## config.mk

```make
export PLATFORM = sky130hd
export DESIGN_NAME = pll_phase_sequencer
export DESIGN_NICKNAME = d
export VERILOG_FILES = /design/src/rtl/pll_phase_sequencer.sv
export SDC_FILE = /design/constraint.sdc
export NUM_CORES = 1
export LEC_CHECK = 0
export CAP_MARGIN = 20
export CELL_PAD_IN_SITES_DETAIL_PLACEMENT = 0
export CELL_PAD_IN_SITES_GLOBAL_PLACEMENT = 2
export CORE_MARGIN = 1
export CORE_UTILIZATION = 25
export DETAILED_ROUTE_END_ITERATION = 8
export PLACE_DENSITY_LB_ADDON = 0.1
export REMOVE_ABC_BUFFERS = 1
export SETUP_SLACK_MARGIN = 0.5
export SYNTH_ARGS = -nofsm -noshare
export SYNTH_HDL_FRONTEND = slang
export SYNTH_SLANG_ARGS = --single-unit
```

## constraint.sdc

```tcl
create_clock -name clk -period 14.71 [get_ports clk]
set_input_delay 4.413 -clock clk [delete_from_list [all_inputs] [get_ports clk]]
set_output_delay 4.413 -clock clk [all_outputs]
set_load 0.02 [all_outputs]
```

## src/rtl/pll_phase_sequencer.sv

```systemverilog
// PLL dynamic reconfiguration sequencer: applies a requested input clock source and
// six per-counter phase targets by driving clkswitch and the phase-step handshake.
module pll_phase_sequencer #(
    parameter int SCANDIV      = 2,
    parameter int CLKSW_CYCLES = 4,
    parameter int TIMEOUT      = 1023
) (
    input  logic        clk,
    input  logic        reset,
    input  logic        updatepll,
    input  logic        pll_clk_src,
    input  logic [47:0] pll_shifts,
    input  logic        phasedone,
    output logic [2:0]  phasecounterselect,
    output logic        phaseupdown,
    output logic        phasestep,
    output logic        scanclk,
    output logic        clkswitch,
    output logic        cur_src,
    output logic        busy,
    output logic        error
);

    localparam int TW = $clog2(TIMEOUT + 1);
    localparam logic [7:0]    DIV_MAX = 8'(SCANDIV - 1);
    localparam logic [7:0]    CSW_MAX = 8'(CLKSW_CYCLES - 1);
    localparam logic [TW-1:0] TMO_MAX = TW'(TIMEOUT);

    typedef enum logic [2:0] {IDLE, CLKSW, SCAN, SETUP, STEP, WAITLO, WAITHI} state_t;

    state_t        state_q;
    logic [7:0]    div_q;
    logic          scanclk_q;
    logic          pd_meta_q, pd_sync_q;
    logic          pending_q;
    logic          target_src_q;
    logic [47:0]   target_q;
    logic [7:0]    applied_q [6];
    logic [2:0]    idx_q;
    logic          updn_q;
    logic [7:0]    cnt_q;
    logic [1:0]    rises_q;
    logic [TW-1:0] tmo_q;
    logic [2:0]    sel_q;
    logic          phasestep_q, clkswitch_q, cur_src_q, busy_q, error_q;

    logic [7:0] delta [6];
    logic       found;
    logic [2:0] sel_d;
    logic [7:0] delta_d;

    wire scan_tick = (div_q == DIV_MAX);
    wire scan_rise = scan_tick & ~scanclk_q;
    wire scan_fall = scan_tick & scanclk_q;

    for (genvar gi = 0; gi < 6; gi++) begin : g_delta
        assign delta[gi] = target_q[gi*8 +: 8] - applied_q[gi];
    end

    // Lowest-numbered counter that still differs from its target wins.
    always_comb begin
        found   = 1'b0;
        sel_d   = 3'd0;
        delta_d = 8'd0;
        for (int k = 5; k >= 0; k--) begin
            if (delta[k] != 8'd0) begin
                found   = 1'b1;
                sel_d   = k[2:0];
                delta_d = delta[k];
            end
        end
    end

    always_ff @(posedge clk or posedge reset) begin
        if (reset) begin
            div_q     <= 8'd0;
            scanclk_q <= 1'b0;
            pd_meta_q <= 1'b0;
            pd_sync_q <= 1'b0;
        end else begin
            pd_meta_q <= phasedone;
            pd_sync_q <= pd_meta_q;
            if (scan_tick) begin
                div_q     <= 8'd0;
                scanclk_q <= ~scanclk_q;
            end else begin
                div_q <= div_q + 8'd1;
            end
        end
    end

    always_ff @(posedge clk or posedge reset) begin
        if (reset) begin
            state_q      <= IDLE;
            pending_q    <= 1'b0;
            target_src_q <= 1'b0;
            target_q     <= 48'd0;
            for (int k = 0; k < 6; k++) applied_q[k] <= 8'd0;
            idx_q        <= 3'd0;
            updn_q       <= 1'b0;
            cnt_q        <= 8'd0;
            rises_q      <= 2'd0;
            tmo_q        <= '0;
            sel_q        <= 3'd0;
            phasestep_q  <= 1'b0;
            clkswitch_q  <= 1'b0;
            cur_src_q    <= 1'b0;
            busy_q       <= 1'b0;
            error_q      <= 1'b0;
        end else begin
            if (updatepll && state_q != IDLE) pending_q <= 1'b1;
            case (state_q)
                IDLE: begin
                    if (updatepll || pending_q) begin
                        target_src_q <= pll_clk_src;
                        target_q     <= pll_shifts;
                        pending_q    <= 1'b0;
                        busy_q       <= 1'b1;
                        cnt_q        <= 8'd0;
                        if (pll_clk_src != cur_src_q) begin
                            clkswitch_q <= 1'b1;
                            state_q     <= CLKSW;
                        end else begin
                            state_q <= SCAN;
                        end
                    end
                end
                CLKSW: begin
                    if (cnt_q == CSW_MAX) begin
                        clkswitch_q <= 1'b0;
                        cur_src_q   <= target_src_q;
                        state_q     <= SCAN;
                    end else begin
                        cnt_q <= cnt_q + 8'd1;
                    end
                end
                SCAN: begin
                    if (found) begin
                        idx_q   <= sel_d;
                        sel_q   <= sel_d;
                        updn_q  <= ~delta_d[7];
                        state_q <= SETUP;
                    end else begin
                        busy_q  <= 1'b0;
                        state_q <= IDLE;
                    end
                end
                SETUP: begin
                    if (scan_fall) begin
                        phasestep_q <= 1'b1;
                        rises_q     <= 2'd0;
                        state_q     <= STEP;
                    end
                end
                STEP: begin
                    if (rises_q == 2'd2) begin
                        phasestep_q <= 1'b0;
                        tmo_q       <= '0;
                        state_q     <= WAITLO;
                    end else if (scan_rise) begin
                        rises_q <= rises_q + 2'd1;
                    end
                end
                WAITLO, WAITHI: begin
                    if ((state_q == WAITLO) && !pd_sync_q) begin
                        tmo_q   <= '0;
                        state_q <= WAITHI;
                    end else if ((state_q == WAITHI) && pd_sync_q) begin
                        applied_q[idx_q] <= updn_q ? applied_q[idx_q] + 8'd1
                                                   : applied_q[idx_q] - 8'd1;
                        state_q <= SCAN;
                    end else if (tmo_q == TMO_MAX) begin
                        error_q <= 1'b1;
                        busy_q  <= 1'b0;
                        state_q <= IDLE;
                    end else begin
                        tmo_q <= tmo_q + 1'b1;
                    end
                end
                default: begin
                    busy_q  <= 1'b0;
                    state_q <= IDLE;
                end
            endcase
        end
    end

    assign phasecounterselect = sel_q;
    assign phaseupdown        = updn_q;
    assign phasestep          = phasestep_q;
    assign scanclk            = scanclk_q;
    assign clkswitch          = clkswitch_q;
    assign cur_src            = cur_src_q;
    assign busy               = busy_q;
    assign error              = error_q;

endmodule

```

Yosys cells after proc, flatten, opt, wreduce, memory -nomap -nowiden

Index checks and enable logic that the tools add are counted.

Register bits: 141

Add/subtract/negate cells: 12
Order comparisons: 2
Eq/ne operators: 26
Mux-type cells: 64
Bitwise logic cells: 8
Reductions and logical operators: 31

Operators with widths:

| kind                                                                   | count |
|---|---|
| 8-bit 2-to-1 mux                                                       | 13 |
| 48-bit bitwise mux                                                     | 1 |
| 8-bit nonzero test                                                     | 6 |
| 8-bit subtractor                                                       | 6 |
| 10-bit 2-to-1 mux                                                      | 4 |
| 3-bit 2-to-1 mux                                                       | 13 |
| 8-bit by 1-bit adder with 8-bit output (second input constant)         | 3 |
| 8-bit binary-select mux with 3-bit select                              | 1 |
| 8-bit demux with 3-bit select                                          | 1 |
| 2-bit inequality test (second input constant)                          | 12 |
| 10-bit one-hot mux with 2 select lines                                 | 1 |
| 1-bit 2-to-1 mux                                                       | 19 |
| 3-bit one-hot mux with 6 select lines                                  | 1 |
| 8-bit one-hot mux with 2 select lines                                  | 1 |
| 4-bit AND reduction                                                    | 4 |
| 10-bit by 1-bit adder with 10-bit output (second input constant)       | 1 |
| 10-bit equality test (second input constant)                           | 1 |
| 2-bit 2-to-1 mux                                                       | 5 |
| 3-bit equality test (second input constant)                            | 3 |
| 3-bit AND reduction                                                    | 3 |
| 8-bit by 1-bit equality test with 1-bit output (second input constant) | 1 |
| 8-bit by 2-bit equality test with 1-bit output (second input constant) | 1 |
| 8-bit by 1-bit subtractor with 8-bit output (second input constant)    | 1 |
| 3-bit by 2-bit equality test with 1-bit output (second input constant) | 2 |
| 25 further kinds                                                       | 39 |

Logic depth before layout (Yosys ltp)

Gate-level depths: netlist (run 1).

Depth after elaboration: 10
Depth in mapped cells: 14
Depth with buffers taken out: 12

Worst setup path before layout (run 1)

Ideal clock, no wire load.

Path type: input-to-reg
From: input port updatepll
To: register target_q[1]
Library setup time: 125 ps
Arrival: 5626 ps
Required time: 14585 ps
Setup slack: 8959 ps
Stages: 5
Path buffers: 2
Cell sequence: nor2_1 nor2b_1 clkbuf_1 buf_1 mux2_2

Word-level cells in the longest chain between the ends: 2

Ends and longest elaborated chain:

| what                                 | RTL line | text |
|---|---|---|
| from (decl)                          | 10       | `input logic updatepll,` |
| 1-bit logical OR                     | 114      | `if (updatepll \|\| pending_q) begin` |
| 2-bit AND reduction (no source line) | -        |  |
| to (signal assigned)                 | 116      | `target_q <= pll_shifts;` |
| to (decl)                            | 37       | `logic [47:0] target_q;` |

Every way passes these cells.
A chain may end at the register's enable or synchronous reset.

Final worst setup path (run 1)

From: input port updatepll
To: register cnt_q[5]

Word-level cells in the longest chain between the ends: 3

Ends and longest elaborated chain:

| what                                   | RTL line | text |
|---|---|---|
| 1-bit logical OR                       | 114      |  |
| 2-bit inequality test (no source line) | -        |  |
| 3-bit AND reduction (no source line)   | -        |  |
| to (signal assigned)                   | 134      | `cnt_q <= cnt_q + 8'd1;` |
| to (decl)                              | 41       | `logic [7:0] cnt_q;` |

Every way passes these cells.

==> results of run 1 <==
-- final cells by class --
class	instances	area (sq um)	area share
multi-input combinational	605	4481	0.4435
tap	442	553.0	0.05474
inverter	59	226.5	0.02241
clock inverter	12	160.2	0.01585
clock buffer	20	466.7	0.04619
sequential	141	3528	0.3492
timing repair buffer	71	688.2	0.06811
-- state kept, by name (all words and copies together), names as in the netlist, 2 cells and up --
signal	cells
div_q	8
phasecounterselect	3
cnt_q	8
target_q	48
tmo_q	10
state_q	3
applied_q	48
rises_q	2
-- kinds of logic after synthesis --
| group | after synthesis |
|---|---|
| buffers and inverters | 85 |
| DFF | 141 |
| AOI/OAI and AO/OA | 184 |
| muxes | 86 |
| and+or+nand+nor | 238 |
| xor gates and xnor gates | 43 |
| adders and majority gates | 54 |
-- worst max-delay path, cell delays in order --
cell and delay, ns:
clkdlybuf4s50_1 0.48, nor2_1 0.09, nor2b_4 0.10, buf_4 0.63, o2111ai_1 0.38, or3_1 0.43, a21oi_1 0.14
-- cell usage after synthesis, types with 4 or more instances --
library cell  count  area, sq um
o31ai_1           5        37.54
o21a_1            6        45.04
mux4_2            4        90.09
xnor2_1          23        201.4
nand2b_1         15        93.84
a21o_1            5        37.54
nor4_1            9        56.30
clkbuf_1         19        71.32
dfrtp_1         141         3528
inv_1            57        214.0
ha_1             53        663.1
nor2b_1          11        68.82
xor2_1           19        166.4
buf_1             4        15.01
nand2_1          65        244.0
mux2i_1          10        100.1
mux2_2           71        799.5
nor2_1           49        183.9
o41ai_1           4        35.03
or4_1             4        30.03
o211ai_1          8        60.06
and2_1            5        31.28
a31oi_1           8        50.05
and3_1           18        112.6
a21oi_1          36        180.2
nor3_1           14        70.07
nand4_1           5        31.28
o21ai_0          70        350.3
nand3_1          25        125.1
-- where the power goes --
group	internal (mW)	switching [mW]	leakage [nW]	total, mW
clock	0.282	0.184	0.295	0.465
sequential	0.498	0.0945	1.81	0.593
combinational	0.449	0.585	2.04	1.03
-- worst paths after layout --
kind | from | to
max | updatepll | cnt_q[5]
min | pd_meta_q | pd_sync_q
max reg2reg | phasecounterselect[2] | applied_q[6]
min reg2reg | pd_meta_q | pd_sync_q
max in group asynchronous | reset | target_q[2]
min in group asynchronous | reset | div_q[2]
-- routing by layer --
metal | vias up | GRT usage | share of wire
li1 | 3123 | - | -
met1 | 2971 | 0.2005 | 0.50
met2 | 73 | 0.2205 | 0.46
met3 | 12 | 0.03063 | 0.032
met4 | 0 | 0.04100 | 0.010
met5 | - | 0 | 0
==> results.py, run 1 <==
metrics = {
    "status": {
        "outcome": "completed",
    },
    "placement": {
        "gp_congestion": 0.7187,
        "portBuffers": 62,
        "dpl_worst_slack_ns": 7.864,
        "dp.cells": 1318,
        "post_dp_cell_area_sq_mm": 0.009477,
        "hpwl_microns": 16480,
    },
    "setup_path": {
        "reg2regPathDepth": 10,
        "crit_arrival_ns": 6.68,
        "critPathRequiredTime_ns": 15.06,
        "rrSetupSlack_ns": 10.91,
        "timing_worst_setup_path_type": "input pin to register",
        "cp-start-kind": "input pin",
        "cp_max_fo": 66,
        "endpoint_kind": "register",
    },
    "cts": {
        "insertion_delay_ns": 0.44,
        "cts_hold_buf": 0,
        "clock-sinks": 141,
        "root_buffer": "clkbuf_16",
        "htree_num_levels": 4,
        "cts_tree": "built",
        "cts_setup_buffers": 0,
        "path_clk_slew_ns": 0.06,
        "cts_resized": 0,
        "cts_buffer_depth": 2,
        "numCtsBuffers": 17,
    },
    "timing": {
        "holdWs_ns": 0.3738,
        "max_clock_freq_mhz": 157.9,
        "fin_skew_ns": 0.008736,
        "fin_crit_ns": 6.333,
        "tightestPinTransition_ns": 1.033,
        "slew_headroom": 0.3064,
        "hold_viol": 0,
        "slew_violations": 0,
        "fin_crit_sh": 0.4305,
        "setup_viol": 0,
        "setup_ws_ns": 8.377,
        "rsz0062_at_grt": "no",
        "fin_tns_setup_ns": 0,
    },
    "detailed_routing": {
        "post_drt_wl_per_cell_microns": 16.86,
        "first_pass_iters": 6,
        "postRouteAntennaNets": 0,
        "viasPerCell": 4.577,
        "drc": 0,
        "drt_iter0_drc": 352,
        "num_vias": 6179,
        "drt_wl_total_microns": 22760,
    },
    "yosys": {
        "synth_edf_count": 0,
        "async_reset_ff_frac": 1.000,
        "synthDistinctLibCells": 72,
        "ys_seq_area_frac": 0.4241,
        "synth_simple_gate_area_share": 0.1451,
        "synth_xor_area_frac": 0.04692,
        "synth_top_family_by_area": "simple AND/OR/NAND/NOR gates",
        "synthAdderAreaFrac": 0.08211,
        "synthCells": 831,
        "synth_mux_area_frac": 0.1208,
        "synth_compound_area_frac": 0.1420,
        "synth_ff_type": "dfrtp_1",
        "yosysWarnings": 0,
        "synth_area_sq_mm": 0.008320,
        "synth_seq_cells": 141,
        "synth_area_per_cell_sq_um": 10.01,
    },
    "finish": {
        "design_area_sq_mm": 0.01010,
        "layout-drive-gt1-share": 0.1487,
        "fillers": 3414,
        "syn_to_final_growth_pct": 21.43,
        "final_cells": 1350,
        "final_util": 0.3097,
        "final_nets": 1002,
        "layout_common_cells": "141 x dfrtp_1, 71 x mux2_2, 70 x o21ai_0, 65 x nand2_1, 62 x clkdlybuf4s50_1",
        "final_common_cell": "dfrtp_1",
        "antenna_cells": 0,
    },
    "grt": {
        "grt_pass1_wl_microns": 36550,
        "antenna_found_initial": 0,
        "grt_max_degree": 81,
        "grt_pass1_vias": 6316,
        "grt_overflow": 0,
        "grt_use_total": 0.1434,
    },
    "power_and_ir_drop": {
        "worst_ir_drop_vdd_uv": 89.73,
        "leakagePower_nw": 4.151,
        "p_per_area_mw_per_mm2": 207.1,
        "totalPowerFinal_mw": 2.092,
    },
    "floorplan": {
        "io-pin-count": 63,
        "die_x_microns": 184.4,
        "core_region_area_sq_mm": 0.03262,
        "dieArea_sq_mm": 0.03402,
        "start_util": 0.2551,
        "die_height_microns": 184.4,
        "num_rows": 66,
    },
    "job": {
        "drv_cap": 0,
    },
    "worst_hold_path": {
        "hp-class": "register to register",
        "min_path_cells": 0,
    },
}
(Power assumes the default switching activity.)
==> run 2, diff against run 1 <==
==> constraint.sdc (replaced) <==
create_clock -name clk -period 5.68 [get_ports clk]
set_input_delay 1.704 -clock clk [delete_from_list [all_inputs] [get_ports clk]]
set_output_delay 1.704 -clock clk [all_outputs]
set_load 0.02 [all_outputs]
==> results.py, run 2 (synthesis gave the netlist of run 1 again) <==
metrics = {
    "grt": {
        "antenna_found_initial": 0,
        "grt_pass1_wl_microns": 36560,
        "grt_pass1_vias": 6363,
        "grt_max_degree": 83,
        "grt_overflow": 0,
        "grt_use_total": 0.1437,
    },
    "detailed_routing": {
        "postRouteAntennaNets": 0,
        "viasPerCell": 4.575,
        "num_vias": 6172,
        "drc": 0,
        "drt_wl_total_microns": 22690,
        "first_pass_iters": 4,
        "drt_iter0_drc": 242,
        "post_drt_wl_per_cell_microns": 16.82,
    },
    "setup_path": {
        "worst-path-stages": 11,
        "cp_max_fo": 21,
        "cpMaxStageDelayCell": "dfrtp_1",
        "cp_top_family": "compound AO/OA/AOI/OAI gates",
        "timing_worst_setup_path_type": "register to register",
        "path_cells": "nand2b_1 -> o21ai_0 -> a221oi_1 -> inv_1 -> fa_1 -> a21o_1 -> a21oi_1 -> o21bai_1 -> a21oi_1 -> xnor2_1 -> mux2_2",
        "cp-start-kind": "register",
        "reg2regPathDepth": 11,
        "critPathRequiredTime_ns": 6.00,
        "crit_arrival_ns": 4.32,
        "crit_buf_inv": 1,
        "critPathMaxStageDelay_ns": 0.88,
        "cpMostUsedCell": "a21oi_1",
        "endpoint_kind": "register",
    },
    "timing": {
        "max_clock_freq_mhz": 250.0,
        "setup_viol": 0,
        "rsz0062_at_grt": "no",
        "slew_violations": 0,
        "fin_crit_sh": 0.7042,
        "tightestPinTransition_ns": 1.050,
        "hold_viol": 0,
        "fin_tns_setup_ns": 0,
        "fin_crit_ns": 4.000,
        "fin_skew_ns": 0.009771,
        "slew_headroom": 0.2950,
    },
    "cts": {
        "cts_resized": 0,
        "cts_setup_buffers": 0,
        "cts_buffer_depth": 2,
        "path_clk_slew_ns": 0.06,
        "clock-sinks": 141,
        "root_buffer": "clkbuf_16",
        "htree_num_levels": 4,
        "cts_tree": "built",
        "cts_hold_buf": 0,
        "numCtsBuffers": 17,
        "insertion_delay_ns": 0.44,
    },
    "power_and_ir_drop": {
        "p_int_mw": 3.238,
        "totalPowerFinal_mw": 5.444,
        "clockPowerShare": 0.226,
        "power_switching_mw": 2.206,
        "worst_ir_drop_vdd_uv": 223.7,
        "switching_share": 0.4052,
        "power_frac_comb": 0.491,
        "seqPwrFrac": 0.283,
        "p_per_area_mw_per_mm2": 537.9,
        "leakagePower_nw": 4.160,
    },
    "floorplan": {
        "num_rows": 66,
        "die_height_microns": 184.4,
        "io-pin-count": 63,
        "die_x_microns": 184.4,
        "dieArea_sq_mm": 0.03402,
        "start_util": 0.2551,
        "core_region_area_sq_mm": 0.03262,
    },
    "worst_hold_path": {
        "hp-class": "register to register",
        "min_path_cells": 0,
    },
    "finish": {
        "final_common_cell": "dfrtp_1",
        "layout_common_cells": "141 x dfrtp_1, 71 x mux2_2, 70 x o21ai_0, 65 x nand2_1, 62 x clkdlybuf4s50_1",
        "reg_top3": "applied_q x48, target_q x48, tmo_q x10",
        "final_cells": 1349,
        "final_nets": 1002,
        "syn_to_final_growth_pct": 21.64,
        "layout-drive-gt1-share": 0.1466,
        "antenna_cells": 0,
    },
    "placement": {
        "dp.cells": 1318,
        "gp_congestion": 0.7297,
        "hpwl_microns": 16790,
        "portBuffers": 62,
    },
    "status": {
        "outcome": "completed",
    },
    "job": {
        "drv_cap": 0,
    },
}
## run 2: worst reg2reg max path: stages (launching register included)
cell and delay [ns]:
dfrtp_1 0.88, nand2b_1 0.29, o21ai_0 0.12, a221oi_1 0.72, inv_1 0.23, fa_1 0.48
a21o_1 0.18, a21oi_1 0.21, o21bai_1 0.09, a21oi_1 0.17, xnor2_1 0.20, mux2_2 0.32
## run 2: power groups by stage
stage	clock (mW)	combinational [mW]	sequential [mW]
after CTS	1.28	2.72	1.55
after floorplan	0	1.94	1.49
after global routing	1.32	3.00	1.59
after global placement	0	2.70	1.57
after detailed placement	0	2.70	1.57
final	1.23	2.67	1.54
## run 2: per-layer routing
layer | vias up | global-route usage | part of all wire
li1 | 3111 | - | -
met2 | 62 | 0.2207 | 0.45
met4 | 0 | 0.03733 | 0.0098
met1 | 2989 | 0.2032 | 0.52
met3 | 10 | 0.02964 | 0.022
met5 | - | 0 | 0
## run 2: cell type report
class	count	area [sq um]
Inverter	59	226.5
Clock buffer	21	470.5
Tap cell	442	553.0
Clock inverter	10	161.4
Timing Repair Buffer	71	700.7
Fill cell	3416	22500
Sequential cell	141	3528
Multi-Input combinational cell	605	4481
## run 2: stage by stage
stage,worst slack [ns],utilization,instance area (sq um),hold slack (ns)
2_1_floorplan,0.09532,-,8217,0.3312
3_3_place_gp,1.683,0.2907,9482,0.3356
3_5_place_dp,1.682,0.2909,9489,0.3410
4_1_cts,1.673,0.3103,10120,0.3544
5_1_grt,1.289,0.3103,10120,0.3663
6_report,1.680,0.3103,10120,0.3499
## run 2: worst paths after layout
path | start | endpoint | slack [ns]
worst min register to register | pd_meta_q | pd_sync_q | 0.35
min in group asynchronous | reset | div_q[6] | 1.78
max in group asynchronous | reset | target_q[19] | 2.97
worst max-delay path | phasecounterselect[1] | applied_q[6] | 1.68
worst min-delay path | pd_meta_q | pd_sync_q | 0.35
worst max register to register | phasecounterselect[1] | applied_q[6] | 1.68
==> run 3, diff against run 2 <==
==> constraint.sdc (replaced) <==
create_clock -name clk -period 3.9 [get_ports clk]
set_input_delay 1.17 -clock clk [delete_from_list [all_inputs] [get_ports clk]]
set_output_delay 1.17 -clock clk [all_outputs]
set_load 0.02 [all_outputs]
==> results.py, run 3 (synthesis gave the netlist of run 1 again) <==
metrics = {
    "placement": {
        "hpwl_microns": 17260,
        "dpl_worst_slack_ns": 0.5940,
        "gp_congestion": 0.7477,
        "portBuffers": 62,
    },
    "finish": {
        "seq_area_sq_mm": 0.003528,
        "multiInputGateArea_sq_mm": 0.004506,
        "final_util": 0.3161,
        "syn_to_final_growth_pct": 23.91,
        "fillers": 3401,
        "layout-drive-gt1-share": 0.1672,
        "layout_common_cells": "141 x dfrtp_1, 71 x mux2_2, 70 x o21ai_0, 65 x nand2_1, 62 x clkdlybuf4s50_1",
        "final_nets": 1021,
        "antenna_cells": 0,
        "reg_top3": "applied_q x48, target_q x48, tmo_q x10",
        "final_common_cell": "dfrtp_1",
    },
    "timing": {
        "max_clock_freq_mhz": 311.6,
        "fin_crit_sh": 0.8229,
        "hold_viol": 0,
        "slew_violations": 0,
        "fin_crit_ns": 3.209,
        "slew_headroom": 0.4986,
        "setup_viol": 0,
        "setup_ws_ns": 0.6908,
        "rsz0062_at_grt": "no",
        "tightestPinTransition_ns": 0.7442,
        "fin_skew_ns": 0.008176,
        "holdWs_ns": 0.3510,
        "fin_tns_setup_ns": 0,
    },
    "status": {
        "outcome": "completed",
    },
    "setup_path": {
        "cpMaxStageDelayCell": "or4_1",
        "timing_worst_setup_path_type": "register to register",
        "crit_buf_inv": 1,
        "crit_arrival_ns": 3.53,
        "critPathMaxStageDelay_ns": 0.60,
        "endpoint_kind": "register",
        "critPathRequiredTime_ns": 4.22,
        "cp_max_fo": 5,
        "cp_top_family": "simple AND/OR/NAND/NOR gates",
        "path_cells": "inv_1 -> ha_1 -> nand2b_1 -> a21oi_1 -> or4_1 -> a221oi_4 -> o211ai_2 -> or3_4 -> o21a_4 -> mux2_4",
        "cp-start-kind": "register",
    },
    "cts": {
        "cts_tree": "built",
        "cts_buffer_depth": 2,
        "root_buffer": "clkbuf_16",
        "insertion_delay_ns": 0.43,
        "path_clk_slew_ns": 0.07,
        "clock-sinks": 141,
        "numCtsBuffers": 17,
        "htree_num_levels": 4,
    },
    "power_and_ir_drop": {
        "power_switching_mw": 3.271,
        "clockPowerShare": 0.224,
        "power_frac_comb": 0.504,
        "switching_share": 0.4003,
        "totalPowerFinal_mw": 8.171,
        "worst_ir_drop_vdd_uv": 329.9,
        "p_int_mw": 4.900,
        "p_per_area_mw_per_mm2": 792.6,
        "leakagePower_nw": 4.295,
        "seqPwrFrac": 0.272,
    },
    "detailed_routing": {
        "first_pass_iters": 4,
        "drc": 0,
        "num_vias": 6264,
        "drt_wl_total_microns": 22910,
        "viasPerCell": 4.576,
        "postRouteAntennaNets": 0,
        "drt_iter0_drc": 294,
        "post_drt_wl_per_cell_microns": 16.73,
    },
    "floorplan": {
        "start_util": 0.2551,
        "num_rows": 66,
        "io-pin-count": 63,
        "core_region_area_sq_mm": 0.03262,
        "die_height_microns": 184.4,
        "die_x_microns": 184.4,
        "dieArea_sq_mm": 0.03402,
    },
    "job": {
        "drv_cap": 0,
    },
    "worst_hold_path": {
        "hp-class": "register to register",
    },
    "grt": {
        "grt_use_total": 0.1446,
        "antenna_found_initial": 0,
        "grt_pass1_vias": 6448,
        "grt_overflow": 0,
        "grt_pass1_wl_microns": 36740,
        "grt_max_degree": 64,
    },
}
[run 3: cell count changes in the layout (fill, tap and decap cells not counted)]
cell,previous run,this run
clkinvlp_4,3,1
xnor2_1,23,22
a221oi_1,3,2
xnor2_2,0,1
clkbuf_8,3,5
clkinv_4,0,1
buf_4,8,27
a221oi_4,0,1
[run 3: cell type report]
type	count	share of cell area
clock buffer	23	0.04830
clock inverter	9	0.01505
inverter	59	0.02197
multi-input combinational	605	0.4370
sequential	141	0.3422
tap	442	0.05364
timing repair buffer	90	0.08180
[run 3: repair_timing]
| action | 4_1_cts | 5_1_grt |
|---|---|---|
| hold buffers | 0 | 0 |
| setup endpoints to repair | 0 | 8 |
| setup buffers | 0 | 0 |
| resized for setup | 0 | 3 |
[run 3: stage by stage]
stage | cells | instance area, sq um
after floorplan | 805 | 8217
after global placement | 1337 | 9632
after detailed placement | 1337 | 9632
after CTS | 1369 | 10280
after global routing | 1369 | 10310
final | 1369 | 10310
[run 3: worst register-to-register path, delay by kind of cell, from the launching register on]
family | cells | cell delay (ns)
and+or+nand+nor | 3 | 1.12
AOI/OAI and AO/OA | 4 | 0.90
DFF | 1 | 0.38
adders and majority gates | 1 | 0.33
buffers and inverters | 1 | 0.07
muxes | 1 | 0.30
[run 3: per-layer routing]
metal,GRT usage,share of wire,up-vias
li1,-,-,3162
met1,0.2014,0.51,3019
met2,0.2243,0.45,71
met3,0.03201,0.024,12
met4,0.03733,0.011,0
met5,0,0,-
[run 3: final timing paths]
check	from	end	slack [ns]	depth (start not counted)
max	applied_q[25]	phasecounterselect[0]	0.69	10
min	pd_meta_q	pd_sync_q	0.35	0
max reg2reg	applied_q[25]	phasecounterselect[0]	0.69	10
min reg2reg	pd_meta_q	pd_sync_q	0.35	0
max in group asynchronous	reset	applied_q[26]	1.91	3
min in group asynchronous	reset	div_q[3]	1.19	2
[run 3: power by group through the flow]
stage / registers [mW] / logic [mW] / clock network [mW]
finish: 2.22 / 4.12 / 1.83
global route: 2.30 / 4.61 / 1.96
detailed placement: 2.26 / 4.13 / 0
global placement: 2.26 / 4.17 / 0
floorplan: 2.17 / 2.83 / 0
CTS: 2.24 / 4.15 / 1.90
